$ cat src/rtl/vga_pkg.sv
// Shared geometry, colours and types for the SnakeWars VGA pipeline.
package vga_pkg;

  localparam int TILE_PX      = 16;
  localparam int MAP_W        = 32;
  localparam int MAP_H        = 32;
  localparam int X_OFF        = 144;
  localparam int Y_OFF        = 44;
  localparam int BLINK_FRAMES = 32;

  localparam int TILE_SH = $clog2(TILE_PX);
  localparam int ADDR_W  = $clog2(MAP_W * MAP_H);
  localparam int BLINK_W = $clog2(BLINK_FRAMES);

  // Board window bounds as 11-bit constants so compares against hcount/vcount stay width-matched.
  localparam logic [10:0] X_LO    = 11'(X_OFF);
  localparam logic [10:0] X_HI    = 11'(X_OFF + MAP_W * TILE_PX);
  localparam logic [10:0] Y_LO    = 11'(Y_OFF);
  localparam logic [10:0] Y_HI    = 11'(Y_OFF + MAP_H * TILE_PX);
  localparam logic [10:0] MAP_W_C = 11'(MAP_W);

  localparam logic [BLINK_W-1:0] BLINK_LAST = BLINK_W'(BLINK_FRAMES - 1);

  localparam logic [11:0] C_BLACK  = 12'h000;
  localparam logic [11:0] C_BG     = 12'h112;
  localparam logic [11:0] C_GRID   = 12'h222;
  localparam logic [11:0] C_WALL   = 12'h888;
  localparam logic [11:0] C_SNAKE1 = 12'h0F0;
  localparam logic [11:0] C_SNAKE2 = 12'h00F;
  localparam logic [11:0] C_FOOD   = 12'hF00;
  localparam logic [11:0] C_DEBUG  = 12'hF0F;

  typedef enum logic [2:0] {
    T_EMPTY  = 3'd0,
    T_WALL   = 3'd1,
    T_SNAKE1 = 3'd2,
    T_SNAKE2 = 3'd3,
    T_FOOD   = 3'd4
  } tile_t;

  typedef struct packed {
    logic [10:0] hcount;
    logic [10:0] vcount;
    logic        hsync;
    logic        vsync;
    logic        hblnk;
    logic        vblnk;
  } timing_t;

  typedef struct packed {
    timing_t            tim;
    logic               in_board;
    logic               blank;
    logic [TILE_SH-1:0] px;
    logic [TILE_SH-1:0] py;
  } pix_t;

endpackage

$ cat src/rtl/vga_if.sv
// VGA pixel-stream bus: timing from vga_timing plus the rgb produced by each draw stage.
interface vga_if;
  logic [10:0] hcount;
  logic [10:0] vcount;
  logic        hsync;
  logic        vsync;
  logic        hblnk;
  logic        vblnk;
  logic [11:0] rgb;

  modport master (output hcount, vcount, hsync, vsync, hblnk, vblnk, rgb);
  modport slave  (input  hcount, vcount, hsync, vsync, hblnk, vblnk, rgb);
endinterface

$ cat src/rtl/tile_colour.sv
// Maps a tile code plus in-tile position and blink phase to a 12-bit pixel colour.
module tile_colour
  import vga_pkg::*;
(
  input  tile_t              tile,
  input  logic [TILE_SH-1:0] px,
  input  logic [TILE_SH-1:0] py,
  input  logic               phase,
  input  logic               blank,
  input  logic               in_board,
  output logic [11:0]        rgb
);

  // NOTE: rgb gets a value on every path before any branch, so no latch can be inferred.
  always_comb begin
    rgb = C_BLACK;
    if (blank) begin
      rgb = C_BLACK;
    end else if (!in_board) begin
      rgb = C_BG;
    end else if ((px == '0) || (py == '0)) begin
      rgb = C_GRID;
    end else begin
      case (tile)
        T_EMPTY:  rgb = C_BLACK;
        T_WALL:   rgb = C_WALL;
        T_SNAKE1: rgb = C_SNAKE1;
        T_SNAKE2: rgb = C_SNAKE2;
        T_FOOD:   rgb = phase ? C_BLACK : C_FOOD;
        default:  rgb = C_DEBUG;
      endcase
    end
  end

endmodule

$ cat src/rtl/draw_board.sv
// Two-stage board renderer: stage 1 locates the tile and issues the map read, stage 2 colours it.
module draw_board
  import vga_pkg::*;
(
  input  logic              clk,
  input  logic              rst,
  vga_if.slave              vga_in,
  vga_if.master             vga_out,
  output logic [ADDR_W-1:0] map_addr,
  input  logic [2:0]        map_data,
  output logic              frame_tick
);

  // blank resets high so rgb is forced black until real pixels have filled both stages.
  localparam pix_t PIX_RST = '{tim: '0, in_board: 1'b0, blank: 1'b1, px: '0, py: '0};

  pix_t               s1_d, s1_q, s2_d, s2_q;
  logic [ADDR_W-1:0]  map_addr_d, map_addr_q;
  logic               frame_tick_d, frame_tick_q;
  logic [BLINK_W-1:0] blink_cnt_d, blink_cnt_q;
  logic               phase_d, phase_q;
  logic [10:0]        hx, vy;
  logic               in_board;
  logic [11:0]        rgb;

  always_comb begin
    hx       = vga_in.hcount - X_LO;
    vy       = vga_in.vcount - Y_LO;
    in_board = (vga_in.hcount >= X_LO) && (vga_in.hcount < X_HI) &&
               (vga_in.vcount >= Y_LO) && (vga_in.vcount < Y_HI);

    s1_d.tim.hcount = vga_in.hcount;
    s1_d.tim.vcount = vga_in.vcount;
    s1_d.tim.hsync  = vga_in.hsync;
    s1_d.tim.vsync  = vga_in.vsync;
    s1_d.tim.hblnk  = vga_in.hblnk;
    s1_d.tim.vblnk  = vga_in.vblnk;
    s1_d.in_board   = in_board;
    s1_d.blank      = vga_in.hblnk | vga_in.vblnk;
    s1_d.px         = hx[TILE_SH-1:0];
    s1_d.py         = vy[TILE_SH-1:0];

    // Off-board pixels leave the RAM address parked on the last tile read.
    map_addr_d = map_addr_q;
    if (in_board) begin
      map_addr_d = ADDR_W'((vy >> TILE_SH) * MAP_W_C + (hx >> TILE_SH));
    end

    frame_tick_d = (vga_in.hcount == '0) && (vga_in.vcount == '0);

    s2_d = s1_q;

    blink_cnt_d = blink_cnt_q;
    phase_d     = phase_q;
    if (frame_tick_q) begin
      if (blink_cnt_q == BLINK_LAST) begin
        blink_cnt_d = '0;
        phase_d     = ~phase_q;
      end else begin
        blink_cnt_d = blink_cnt_q + 1'b1;
      end
    end
  end

  // NOTE: state is updated with non-blocking assignments so every flop samples pre-edge values.
  always_ff @(posedge clk or posedge rst) begin
    if (rst) begin
      s1_q         <= PIX_RST;
      s2_q         <= PIX_RST;
      map_addr_q   <= '0;
      frame_tick_q <= 1'b0;
      blink_cnt_q  <= '0;
      phase_q      <= 1'b0;
    end else begin
      s1_q         <= s1_d;
      s2_q         <= s2_d;
      map_addr_q   <= map_addr_d;
      frame_tick_q <= frame_tick_d;
      blink_cnt_q  <= blink_cnt_d;
      phase_q      <= phase_d;
    end
  end

  // map_data arrives in the same cycle as the stage-2 registers, so colour is decoded from them
  // directly; registering it again would add a third pipeline cycle.
  tile_colour u_tile_colour (
    .tile     (tile_t'(map_data)),
    .px       (s2_q.px),
    .py       (s2_q.py),
    .phase    (phase_q),
    .blank    (s2_q.blank),
    .in_board (s2_q.in_board),
    .rgb      (rgb)
  );

  assign vga_out.hcount = s2_q.tim.hcount;
  assign vga_out.vcount = s2_q.tim.vcount;
  assign vga_out.hsync  = s2_q.tim.hsync;
  assign vga_out.vsync  = s2_q.tim.vsync;
  assign vga_out.hblnk  = s2_q.tim.hblnk;
  assign vga_out.vblnk  = s2_q.tim.vblnk;
  assign vga_out.rgb    = rgb;
  assign map_addr       = map_addr_q;
  assign frame_tick     = frame_tick_q;

endmodule

$ cat src/flat_wrapper.sv
// flat-port wrapper written by rule: the top's interface ports become plain ports
module draw_board_flat import vga_pkg::*;
  (clk, rst, map_addr, map_data, frame_tick, vga_in_hcount, vga_in_vcount, vga_in_hsync, vga_in_vsync, vga_in_hblnk, vga_in_vblnk, vga_in_rgb, vga_out_hcount, vga_out_vcount, vga_out_hsync, vga_out_vsync, vga_out_hblnk, vga_out_vblnk, vga_out_rgb);
  vga_if vga_in_i ();
  vga_if vga_out_i ();
  input  logic clk;
  input  logic rst;
  output logic [ADDR_W-1:0] map_addr;
  input  logic [2:0] map_data;
  output logic frame_tick;
  input wire logic [$bits(vga_in_i.hcount)-1:0] vga_in_hcount;
  input wire logic [$bits(vga_in_i.vcount)-1:0] vga_in_vcount;
  input wire logic [$bits(vga_in_i.hsync)-1:0] vga_in_hsync;
  input wire logic [$bits(vga_in_i.vsync)-1:0] vga_in_vsync;
  input wire logic [$bits(vga_in_i.hblnk)-1:0] vga_in_hblnk;
  input wire logic [$bits(vga_in_i.vblnk)-1:0] vga_in_vblnk;
  input wire logic [$bits(vga_in_i.rgb)-1:0] vga_in_rgb;
  output wire logic [$bits(vga_out_i.hcount)-1:0] vga_out_hcount;
  output wire logic [$bits(vga_out_i.vcount)-1:0] vga_out_vcount;
  output wire logic [$bits(vga_out_i.hsync)-1:0] vga_out_hsync;
  output wire logic [$bits(vga_out_i.vsync)-1:0] vga_out_vsync;
  output wire logic [$bits(vga_out_i.hblnk)-1:0] vga_out_hblnk;
  output wire logic [$bits(vga_out_i.vblnk)-1:0] vga_out_vblnk;
  output wire logic [$bits(vga_out_i.rgb)-1:0] vga_out_rgb;
  assign vga_in_i.hcount = vga_in_hcount;
  assign vga_in_i.vcount = vga_in_vcount;
  assign vga_in_i.hsync = vga_in_hsync;
  assign vga_in_i.vsync = vga_in_vsync;
  assign vga_in_i.hblnk = vga_in_hblnk;
  assign vga_in_i.vblnk = vga_in_vblnk;
  assign vga_in_i.rgb = vga_in_rgb;
  assign vga_out_hcount = vga_out_i.hcount;
  assign vga_out_vcount = vga_out_i.vcount;
  assign vga_out_hsync = vga_out_i.hsync;
  assign vga_out_vsync = vga_out_i.vsync;
  assign vga_out_hblnk = vga_out_i.hblnk;
  assign vga_out_vblnk = vga_out_i.vblnk;
  assign vga_out_rgb = vga_out_i.rgb;
  draw_board u_core (.clk(clk), .rst(rst), .vga_in(vga_in_i), .vga_out(vga_out_i), .map_addr(map_addr), .map_data(map_data), .frame_tick(frame_tick));
endmodule
$ cat config.mk
export PLATFORM = sky130hd
export DESIGN_NAME = draw_board_flat
export DESIGN_NICKNAME = d
export VERILOG_FILES = /design/src/rtl/vga_pkg.sv /design/src/rtl/vga_if.sv /design/src/rtl/tile_colour.sv /design/src/rtl/draw_board.sv /design/src/flat_wrapper.sv
export SDC_FILE = /design/constraint.sdc
export NUM_CORES = 1
export LEC_CHECK = 0
export ABC_CLOCK_PERIOD_IN_PS = 2200
export CAP_MARGIN = 20
export CELL_PAD_IN_SITES_DETAIL_PLACEMENT = 0
export CELL_PAD_IN_SITES_GLOBAL_PLACEMENT = 1
export CORE_MARGIN = 3
export CORE_UTILIZATION = 44
export CTS_CLUSTER_SIZE = 16
export DETAILED_ROUTE_END_ITERATION = 6
export DONT_BUFFER_PORTS = 1
export PLACE_DENSITY = 0.84
export SLEW_MARGIN = 20
export SYNTH_ARGS = -nofsm -noshare
export SYNTH_HDL_FRONTEND = slang
export SYNTH_HIERARCHICAL = 1
export SYNTH_SLANG_ARGS = --single-unit
export TNS_END_PERCENT = 5
$ cat constraint.sdc
create_clock -name clk -period 2.2 [get_ports clk]
set_input_delay 0.22 -clock clk [delete_from_list [all_inputs] [get_ports clk]]
set_output_delay 0.22 -clock clk [all_outputs]
set_load 0.1 [all_outputs]
# After elaboration in Yosys (flattened, before gate mapping)
# Index checks and enable logic that the tools add are counted.
# totals
ff_bits	89
latch_bits	0
ram_bits	0
rom_bits	0
wordCells	56
mem_count	0
# classes
add_sub_neg	4
multipliers	0
div	0
n_lt_le_gt_ge	4
n_eq_ne	5
shifts	0
n_mux	6
bitwise_logic	2
n_reduce_logical	11
# ops
operator	n
12-bit one-hot mux with 5 select lines	1
12-bit two-way mux	4
11-bit logical NOT	2
11-bit by 10-bit < comparator with 1-bit output, second input constant	2
11-bit by 6-bit greater-or-equal comparator with 1-bit output, second input constant	1
11-bit by 8-bit greater-or-equal comparator with 1-bit output, second input constant	1
11-bit by 8-bit subtractor with 11-bit output, second input constant	1
10-bit by 7-bit adder with 10-bit output	1
9-bit by 6-bit subtractor with 9-bit output, second input constant	1
4-bit logical NOT	2
3-bit by 2-bit equality test with 1-bit output, second input constant	2
5-bit by 1-bit adder with 5-bit output, second input constant	1
5-bit equality test, second input constant	1
5-bit two-way mux	1
1-bit logical AND	4
3-bit by 1-bit equality test with 1-bit output, second input constant	1
3-bit equality test, second input constant	1
3-bit logical NOT	1
2-bit AND reduction	1
1-bit logical OR	1
1-bit NOT	1
1-bit bitwise OR	1

# Logic depth before layout (Yosys ltp)
# Gate-level depths: netlist of the first run.
# logic_depth
ltp_word	5
depth_mapped	12
ltp_nobuf	12

# Modules after synthesis
# Netlist of the first run, hierarchy kept.
# modules_own_cells
module	n_inst	cells_each	area_per_inst_um2	seq_area_each_um2
draw_board	1	198	2871.5	1929.4
tile_colour	1	29	181.4	0.0

# Worst setup path after synthesis of the first run
# No wires, ideal clock.
# synth_timing
kind	register to output
startpoint	register u_core/s2_q[8] (netlist name)
endpoint	output port vga_out_rgb[7]
t_arrival_ns	2.867
t_required_ns	1.980
path_slack_ns	-0.887
path_stages_with_launch	4
cell_sequence	dfstp_2 -> nand2b_1 -> nand3b_1 -> nor3_1
# synth_via
elab_chain_len	1
# synth_lines
item	line	rtl
from (decl)	draw_board.sv:17	pix_t s1_d, s1_q, s2_d, s2_q;
from (signal assigned)	draw_board.sv:69	s2_q <= PIX_RST;
from (signal assigned)	draw_board.sv:76	s2_q <= s2_d;
12-bit two-way mux	tile_colour.sv:17	if (blank) begin
to (decl)	flat_wrapper.sv:24	output wire logic [$bits(vga_out_i.rgb)-1:0] vga_out_rgb;
# No other way between the ends.

# Final worst setup path of the first run
# layout_timing
startpoint	register u_core/s2_q[5] (netlist name)
endpoint	output port vga_out_rgb[1]
# layout_via
elab_chain_len	5
# layout_lines
item	line	rtl
4-bit logical NOT	tile_colour.sv:21	end else if ((px == '0) || (py == '0)) begin
1-bit logical OR	tile_colour.sv:21	
12-bit two-way mux	tile_colour.sv:21	
12-bit two-way mux	tile_colour.sv:19	end else if (!in_board) begin
12-bit two-way mux	tile_colour.sv:17	
# No other way between the ends.

==> results of run 1 <==
## timing repair
| action | in CTS | in global routing |
|---|---|---|
| gates resized for setup | 2 | 1 |
| setup buffers | 0 | 2 |
| hold buffers | 27 | 0 |
| endpoints found under the setup margin | 1 | 8 |
| hold endpoints to repair | 48 | 0 |
| pin swaps | 0 | 3 |
## worst max path at each step
stage / start / end / slack [ns]
5_1_grt: vga_in_hcount[5] / u_core/map_addr[9]$_DFFE_PP0P_ / -0.02
3_5_place_dp: vga_in_hcount[4] / u_core/map_addr[9]$_DFFE_PP0P_ / -0.43
2_1_floorplan: u_core/s2_q[5]$_DFF_PP0_ / vga_out_rgb[5] / -0.56
3_3_place_gp: vga_in_hcount[4] / u_core/map_addr[9]$_DFFE_PP0P_ / -0.31
6_report: u_core/s2_q[5]$_DFF_PP0_ / vga_out_rgb[1] / 0.06
4_1_cts: u_core/s2_q[1]$_DFF_PP0_ / vga_out_rgb[2] / 0.0007
## layer usage
metal	vias to the layer above	part of all wire, %
met4	0	1.2
met2	60	50
li1	851	-
met5	-	0
met1	904	41
met3	8	7.8
## power by group
part           internal, mW  total (mW)  leakage, nW  switching (mW)
clock                 0.422       0.953       0.0829           0.530
combinational         0.237       0.646        0.796           0.409
sequential             1.53        2.03        0.917           0.508
total                  2.19        3.63         1.80            1.45
## placed cells by master (no fill, tap or decap), types with 3 or more instances in the layout
cell / n
nor2_1: 3
xor2_1: 5
nor2_2: 4
mux2_4: 7
ha_1: 8
a21oi_1: 4
buf_4: 29
mux2_2: 3
clkbuf_8: 9
clkinvlp_4: 3
o21ai_0: 7
nand2b_1: 4
nand2_1: 9
nor3_1: 4
mux2i_1: 3
dlygate4sd3_1: 27
inv_1: 14
a21oi_2: 4
inv_6: 3
xnor2_1: 8
buf_12: 13
dfrtp_1: 75
## per-stage QoR
stage	TNS (ns)	utilization, %	instance area (µm²)	worst slack (ns)
after floorplan	-1.807	-	3070	-0.5643
after global placement	-0.5398	53.07	3466	-0.3089
after detailed placement	-0.7074	53.07	3466	-0.4326
after CTS	0	60.13	3928	0.0006739
after global routing	-0.02408	60.40	3945	-0.02408
final	0	60.40	3945	0.06497
## area by class of cell
type,instances,area share (%)
Tap cell,77,2.442
Timing Repair Buffer,69,18.97
Clock inverter,7,1.459
Clock buffer,9,3.140
Sequential cell,77,48.91
Inverter,15,1.459
Multi-Input combinational cell,109,23.63
## flip-flops by register name (all words and copies together) (netlist names)
signal	flops
u_core/s1_q	30
u_core/map_addr	10
u_core/s2_q	9
u_core/vga_out.vcount	9
u_core/vga_out.hcount	8
u_core/blink_cnt_q	5
u_core/frame_tick	1
u_core/phase_q	1
u_core/vga_out.hblnk	1
u_core/vga_out.hsync	1
u_core/vga_out.vblnk	1
u_core/vga_out.vsync	1
## kinds of logic after synthesis
kind of cell	after synthesis	share of synthesized area [%]
AO/OA/AOI/OAI	32	6.967
XOR/XNOR	13	3.730
adder cells (fa/ha/maj)	9	3.935
buffers and inverters	41	8.401
flip-flops	77	63.20
multiplexers	13	5.533
AND/OR/NAND/NOR	42	8.238
## worst register-to-register path, delay by kind of cell (launching register included)
family                   cells  cell delay, ns
AO/OA/AOI/OAI                1            0.15
adder cells (fa/ha/maj)      2            0.45
flip-flops                   1            0.41
AND/OR/NAND/NOR              3            0.46
==> flow_summary.ini, run 1 <==
[critical_path]
crit_slowest_cell = or4_4
regToRegStartpoint = u_core/blink_cnt_q[0]$_DFFE_PP0P_
crit_type = reg -> out
cp_max_fo = 4
critPathBufInv = 1
rr_worst_depth = 6
slowest_delay_ns = 0.56
crit_cells = 4
cp_top_family = simple AND/OR/NAND/NOR gates
cp.required_ns = 1.98
regToRegSetupSlack_ns = 0.66
start_kind = register
timing.rr.end = u_core/blink_cnt_q[2]$_DFFE_PP0P_
cp.arrival_ns = 1.92
crit_path_end_kind = output port
worstPathCellList = or4_4, and2_4, a31oi_2, buf_12

[timing]
final-max-slew-violation-count = 0
finalCritPeriodShare_pct = 97.05
worst_slew_pin_slew_ns = 0.9151
slew-limit-headroom_pct = 38.99
rsz0062_at_grt = yes
period_needed_ns = 2.135
skew_ns = 0.009640
fmax_ghz = 0.4684
finalHoldViolCount = 0
whs_ns = 0.04044
setup_viol = 0

[die]
start_util_pct = 46.74
rows = 29
die_y_um = 89.30
core-area_um2 = 6531
die_width_um = 89.30
dieArea_um2 = 7974
io_pins = 92

[job]
cap_violations = 0

[synth]
synthArstFlopShare_pct = 100.0
yosysMostFrequentCell = dfrtp_1
ys.flop_type = dfrtp_1
synth_edf_count = 0
syn-num-nets = 279
ys_types = 44
yosys.area.top_type = dfrtp_1
synth_top_area_share_pct = 61.48
syn-instance-count = 227
avgSynthCellArea_um2 = 13.45
yosysWarnings = 6
ys_top_cells_by_count = dfrtp_1, buf_4, inv_1, nand2_1
syn-cell-area_um2 = 3053
ys_seq_area_share_pct = 63.20
synth_area_leaders = dfrtp_1, buf_4, mux2_4
ys_ff_latch = 77

[detailed_routing]
drtIter0Drc = 56
ant_nets = 0
wl_per_cell_um = 15.61
first_pass_iters = 4
viasPerCell = 5.022
wl_um = 5666
drc = 0
via_count = 1823

[global_route]
grt_remaining_overflow = 0
antenna_found_initial = 0
track_usage_pct = 15.60
grt_util_met3_pct = 4.885
grtUsageMet1_pct = 18.72
use_met2_pct = 25.65
grt_start_max_net_pins = 57
grt_pass1_vias = 1978
top_usage_layer = met2
grt_pass1_wl_um = 9252

[place]
dp_cells = 318
port_buffers = 0
place.gp.congestion = 0.8122
dpl.hpwl_um = 3945

[layout]
regArea_um2 = 1929
drive_gt1_share_pct = 33.22
antenna_cells = 0
nNetsFinal = 333
area_growth_pct = 29.22
multiInputGateArea_um2 = 932.1
stdcell_count = 363
fillers = 520

[worst_hold_path]
hold_end = u_core/frame_tick$_DFF_PP0_
min_delay_path_depth = 3
holdCritStartpoint = vga_in_vcount[8]
hp-class = in -> reg

[clock_network]
tritoncts = done
cts.path.max_buffers = 2
clkSinkCount = 77
clkSlewWorstSetupHoldPaths_ns = 0.08
clockRootBuffer = clkbuf_8
cts_buffers = 9
clock_latency_ns = 0.33
h-tree-depth = 3

[power]
p_total_mw = 3.633
power.density_nw_per_um2 = 920.9
irDropWorstVdd_mv = 0.6685
leakagePower_nw = 1.796

[outcome]
status = finished, final reports clean
Power figures use the tool's default switching activity.
==> run 2, diff against run 1 <==
ABC_AREA = 1   (was not set)
CORE_UTILIZATION = 42   (was 44)
MAX_ROUTING_LAYER = met4   (was not set)
==> run 2 against run 1 <==
  * Critical path depth is 2 higher
  * Synthesized cell count is 38% higher
  * Highest routed layer unchanged
  * Worst setup slack better by 0.37 ns
  * Clock-buffer cell count is 2 higher
  * Fmax is 21% higher
  * Cell count is 28% higher
  * Global-route usage is 0.23 points higher
  * Clock skew is 0.0024 ns lower
  * Register-to-register slack better by 0.11 ns
  * Clock power is 5% higher
==> flow_summary.ini, run 2 <==
[detailed_routing]
drc = 0
first_pass_iters = 4
via_count = 2109
viasPerCell = 4.526
drtIter0Drc = 81
ant_nets = 0
wl_per_cell_um = 12.97
wl_um = 6046

[global_route]
grt_util_met3_pct = 5.037
grtUsageMet1_pct = 17.28
top_usage_layer = met2
use_met2_pct = 26.53
grt_pass1_wl_um = 10080
grt_remaining_overflow = 0
grt_start_max_net_pins = 34
antenna_found_initial = 0
track_usage_pct = 15.82
grt_pass1_vias = 2179

[synth]
synth_edf_count = 0
ys.flop_type = dfrtp_1
avgSynthCellArea_um2 = 10.09
synthArstFlopShare_pct = 100.0
syn-num-nets = 365
ys_ff_latch = 77
syn-instance-count = 313
syn-cell-area_um2 = 3158
ys_top_cells_by_count = dfrtp_1, nand2_1, inv_1, nor2_1, buf_4
synth_top_area_share_pct = 59.43
yosysMostFrequentCell = dfrtp_1
yosysWarnings = 6
yosys.area.top_type = dfrtp_1
ys_types = 31
ys_seq_area_share_pct = 61.09
synth_area_leaders = dfrtp_1, nand2_1, buf_4

[job]
cap_violations = 0

[outcome]
status = finished, final reports clean

[power]
power.density_nw_per_um2 = 877.6
irDropWorstVdd_mv = 0.5891
p_total_mw = 3.529
leakagePower_nw = 1.984

[timing]
period_needed_ns = 1.769
fin_tns_setup_ns = 0
final-max-slew-violation-count = 0
fin_ws_ns = 0.4314
skew_ns = 0.007209
finalHoldViolCount = 0
slew-limit-headroom_pct = 41.13
worst_slew_pin_slew_ns = 0.8836
fmax_ghz = 0.5654
setup_viol = 0
finalCritPeriodShare_pct = 80.39
rsz0062_at_grt = no

[critical_path]
worstPathCellList = nor2_1, nand2_1, nand2_1, inv_2, and3_2, buf_12
cp.arrival_ns = 1.55
crit_path_end_kind = output port
crit_top_cell = nand2_1
crit_type = reg -> out
crit_slowest_cell = dfrtp_1
slowest_delay_ns = 0.38
rr_worst_depth = 6
regToRegStartpoint = u_core/blink_cnt_q[0]$_DFFE_PP0P_
regToRegSetupSlack_ns = 0.77
start_kind = register
timing.rr.end = u_core/blink_cnt_q[0]$_DFFE_PP0P_
cp.required_ns = 1.98
cp_max_fo = 3

[place]
place.gp.congestion = 0.8198
place_ws_ns = 0.1629
port_buffers = 0
place_area_um2 = 3557
dpl.hpwl_um = 4462

[clock_network]
cts_buffers = 9
clkSlewWorstSetupHoldPaths_ns = 0.08
tritoncts = done
clkSinkCount = 77
post_cts_resized = 0
h-tree-depth = 3
clock_latency_ns = 0.34
cts.path.max_buffers = 2
clockRootBuffer = clkbuf_8
post_cts_buffers = 0

[layout]
max_flop_register = u_core/s1_q
final_cell_mix = dfrtp_1, nand2_1, inv_1
fin_util_pct = 56.99
antenna_cells = 0
largest_register_ff_count = 30
nNetsFinal = 417
final_common_cell = dfrtp_1
finalInstanceArea_um2 = 4021
area_growth_pct = 27.34
fillers = 642
drive_gt1_share_pct = 24.05

[die]
rows = 30
io_pins = 92
core-area_um2 = 7057
dieArea_um2 = 8595
die_y_um = 92.71
die_width_um = 92.71
start_util_pct = 44.75

[worst_hold_path]
hold_end = u_core/s1_q[3]$_DFF_PP0_
hp-class = in -> reg
min_delay_path_depth = 2
holdCritStartpoint = vga_in_vcount[3]
==> run 2: cell count changes after synthesis, sizes merged, moves of 3 or more <==
cell    change
inv        +25
mux2       -10
nand2      +73
nand2b      -4
nand3      +14
nor2       +23
o21ai       -3
xnor2       -7
==> run 2: where the power goes <==
group	internal, mW	switching, mW
Sequential	1.52	0.119
Clock	0.481	0.522
Combinational	0.200	0.688
==> run 2: area by class of cell <==
type,count,area [µm²],area share [%]
sequential,77,1929,47.98
inverter,40,151.4,3.765
timing repair buffer,65,705.7,17.55
tap,96,120.1,2.987
multi-input combinational,172,920.9,22.90
clock buffer,11,151.4,3.765
clock inverter,5,42.54,1.058
==> run 2: worst max path at each step <==
stage,cells past startpoint,startpoint,to
3_3_place_gp,15,vga_in_hcount[4],u_core/map_addr[9]$_DFFE_PP0P_
4_1_cts,6,u_core/s2_q[1]$_DFF_PP0_,vga_out_rgb[2]
2_1_floorplan,6,u_core/vga_out.hcount[3]$_DFF_PP0_,vga_out_rgb[11]
3_5_place_dp,15,vga_in_hcount[4],u_core/map_addr[9]$_DFFE_PP0P_
6_report,6,u_core/s2_q[1]$_DFF_PP0_,vga_out_rgb[2]
5_1_grt,7,u_core/s2_q[0]$_DFF_PP0_,vga_out_rgb[7]
==> run 2: per-layer routing <==
metal	part of all wire (%)	wire, µm	vias up
met1	40	2431	1000
met5	0	0	-
li1	-	-	1046
met4	1.6	98	0
met2	52	3155	57
met3	6.0	361	6
==> run 2: critical path: cells and delay by family, from the launching register on <==
kind,cells,cell delay [ns]
simple gates,4,0.55
buf+inv,2,0.26
flops,1,0.38
==> run 2: cell families (layout without fill, tap and decap cells) <==
| kind of cell | after synthesis | in the layout | share of synthesized area, % |
|---|---|---|---|
| DFF | 77 | 77 | 61.09 |
| adders and majority gates | 9 | 9 | 3.804 |
| AOI/OAI and AO/OA | 16 | 16 | 2.853 |
| muxes | 1 | 1 | 0.3170 |
| xor gates and xnor gates | 7 | 7 | 1.941 |
| and+or+nand+nor | 139 | 139 | 19.41 |
| buffers and inverters | 64 | 121 | 10.58 |
==> run 2: stage by stage <==
step	instances	hold WS [ns]
floorplan	313	0.2514
detailed placement	423	0.1342
finish	466	0.05621
CTS	466	0.03440
global placement	423	0.1222
global route	466	0.05349
==> run 2: repair_timing <==
action,CTS,global route
hold buffers,27,0
endpoints found under the setup margin,0,0
endpoints found under the hold margin,52,0
==> run 3, diff against run 2 <==
ABC_CLOCK_PERIOD_IN_PS = 1500   (was 2200)
clock period = 1.5 ns   (was 2.2 ns; I/O delays follow)
==> run 3 against run 2 <==
  * Register-to-register slack got worse by 0.70 ns
  * Cell count increased by 5.8%
  * Largest cell class unchanged
  * Non-clock buffer count increased by 27
  * Sequential share of layout area decreased by 3.0 points
  * Die area unchanged
  * Global-route usage increased by 0.72 points
  * Clock skew increased by 0.0022 ns
  * The flow now finishes with violations (negative setup slack)
  * Worst setup slack got worse by 0.58 ns
  * Clock-buffer cell count unchanged
  * Final area increased by 6.7%
  * Via count increased by 6.2%
==> flow_summary.ini, run 3 (synthesis gave the netlist of run 2 again) <==
[outcome]
status = complete, but fails checks
violations = negative setup slack

[timing]
skew_ns = 0.009441
setup_viol = 12
worst_slew_pin_slew_ns = 0.4303
finalCritPeriodShare_pct = 109.8
rsz0062_at_grt = yes
slew-limit-headroom_pct = 71.25
fin_ws_ns = -0.1470
fmax_ghz = 0.6071
period_needed_ns = 1.647
finalHoldViolCount = 0
final-max-slew-violation-count = 0

[detailed_routing]
ant_nets = 0
dr.max_layer_used = met4
wl_met3_um = 361
drt-met1-wl_um = 2589
first_pass_iters = 4
viasPerCell = 4.542
drc = 0
wl_per_cell_um = 13.09
wl_um = 6453
drtIter0Drc = 70
met2_length_um = 3368
via_count = 2239

[critical_path]
cp.arrival_ns = 1.50
slowest_delay_ns = 0.36
worstPathCellList = nor2_1, nand2_1, nand2_2, inv_2, nand2_4, a21oi_4, buf_12
crit_path_end_kind = output port
regToRegSetupSlack_ns = 0.07
start_kind = register
cp_max_fo = 5
crit_slowest_cell = dfrtp_1
cp.required_ns = 1.35
crit_type = reg -> out

[clock_network]
clkSinkCount = 77
cts_buffers = 9
clkSlewWorstSetupHoldPaths_ns = 0.07
h-tree-depth = 3
clockRootBuffer = clkbuf_8
tritoncts = done
clock_latency_ns = 0.34
cts.path.max_buffers = 2

[die]
io_pins = 92
die_y_um = 92.71
start_util_pct = 44.75
core-area_um2 = 7057
die_width_um = 92.71
rows = 30
dieArea_um2 = 8595

[layout]
drive_gt1_share_pct = 31.23
max_flop_register = u_core/s1_q
largest_register_ff_count = 30
nNetsFinal = 444
final_cell_mix = dfrtp_1, nand2_1, buf_4
area_growth_pct = 35.90
antenna_cells = 0
final_common_cell = dfrtp_1
fillers = 605
finalInstanceArea_um2 = 4292

[place]
dpl.hpwl_um = 4646
place_area_um2 = 3747
place.gp.congestion = 0.8732
port_buffers = 0

[global_route]
grt_start_max_net_pins = 40
grt_remaining_overflow = 0
grt_pass1_vias = 2289
antenna_found_initial = 0
track_usage_pct = 16.54
grt_pass1_wl_um = 10580

[job]
cap_violations = 0

[power]
leakagePower_nw = 2.111
p_total_mw = 5.157
power.density_nw_per_um2 = 1202
irDropWorstVdd_mv = 0.9861

[worst_hold_path]
hp-class = in -> reg
run 3: changes by cell type in the layout (fill, tap and decap cells not counted), sizes merged:
cell and change:
buf +26, clkinv -1, clkinvlp +1, dlygate4sd3 +1
run 3: path summary, 6_finish.rpt:
kind / cells after the start / from / endpoint
max: 7 / u_core/s2_q[5]$_DFF_PP0_ / vga_out_rgb[7]
min in group asynchronous: 2 / rst / u_core/s1_q[13]$_DFF_PP0_
min reg2reg: 0 / u_core/s1_q[12]$_DFF_PP0_ / u_core/vga_out.vsync$_DFF_PP0_
min: 3 / vga_in_hcount[6] / u_core/map_addr[2]$_DFFE_PP0P_
max reg2reg: 6 / u_core/blink_cnt_q[0]$_DFFE_PP0P_ / u_core/blink_cnt_q[0]$_DFFE_PP0P_
max in group asynchronous: 3 / rst / u_core/map_addr[7]$_DFFE_PP0P_
run 3: cell type report:
class / count / area [µm²] / area share [%]
Clock inverter: 5 / 35.03 / 0.8163
Multi-Input combinational cell: 172 / 1001 / 23.32
Tap cell: 96 / 120.1 / 2.799
Timing Repair Buffer: 92 / 910.9 / 21.22
Clock buffer: 11 / 141.4 / 3.294
Inverter: 40 / 153.9 / 3.586
Sequential cell: 77 / 1929 / 44.96
run 3: routing by layer:
metal	global-route usage [%]	up-vias
met1	17.65	1072
met3	4.955	14
met4	7.692	0
li1	-	1095
met2	28.28	58
met5	-	-
run 3: worst max-delay path, delay by kind of cell, from the launching register on:
kind                   cells  cell delay [ns]
AOI/OAI and AO/OA          1             0.17
buffers and inverters      2             0.28
DFF                        1             0.36
and+or+nand+nor            4             0.35
run 3: timing repair:
action | CTS | global route
buffers inserted | 1 | 2
pin swaps | 5 | 3
hold buffers | 28 | 0
endpoints found under the setup margin | 13 | 18
cloned | 0 | 0
gates resized for setup | 6 | 9
endpoints found under the hold margin | 51 | 0
run 3: per-stage QoR:
stage	hold slack (ns)	std cells	TNS (ns)	worst slack, ns	utilization [%]
4_1_cts	0.001319	491	-1.656	-0.1685	60.12
3_5_place_dp	0.04904	446	-1.248	-0.3955	53.10
5_1_grt	0.01672	493	-2.709	-0.2407	60.82
6_report	0.01705	493	-1.246	-0.1470	60.82
3_3_place_gp	0.03590	446	-1.133	-0.3671	53.10
2_1_floorplan	0.1814	313	-3.973	-0.5754	-
run 3: power breakdown:
group	internal [mW]	switching, mW
clock	0.649	0.723
combinational	0.344	1.14
sequential	2.23	0.0708
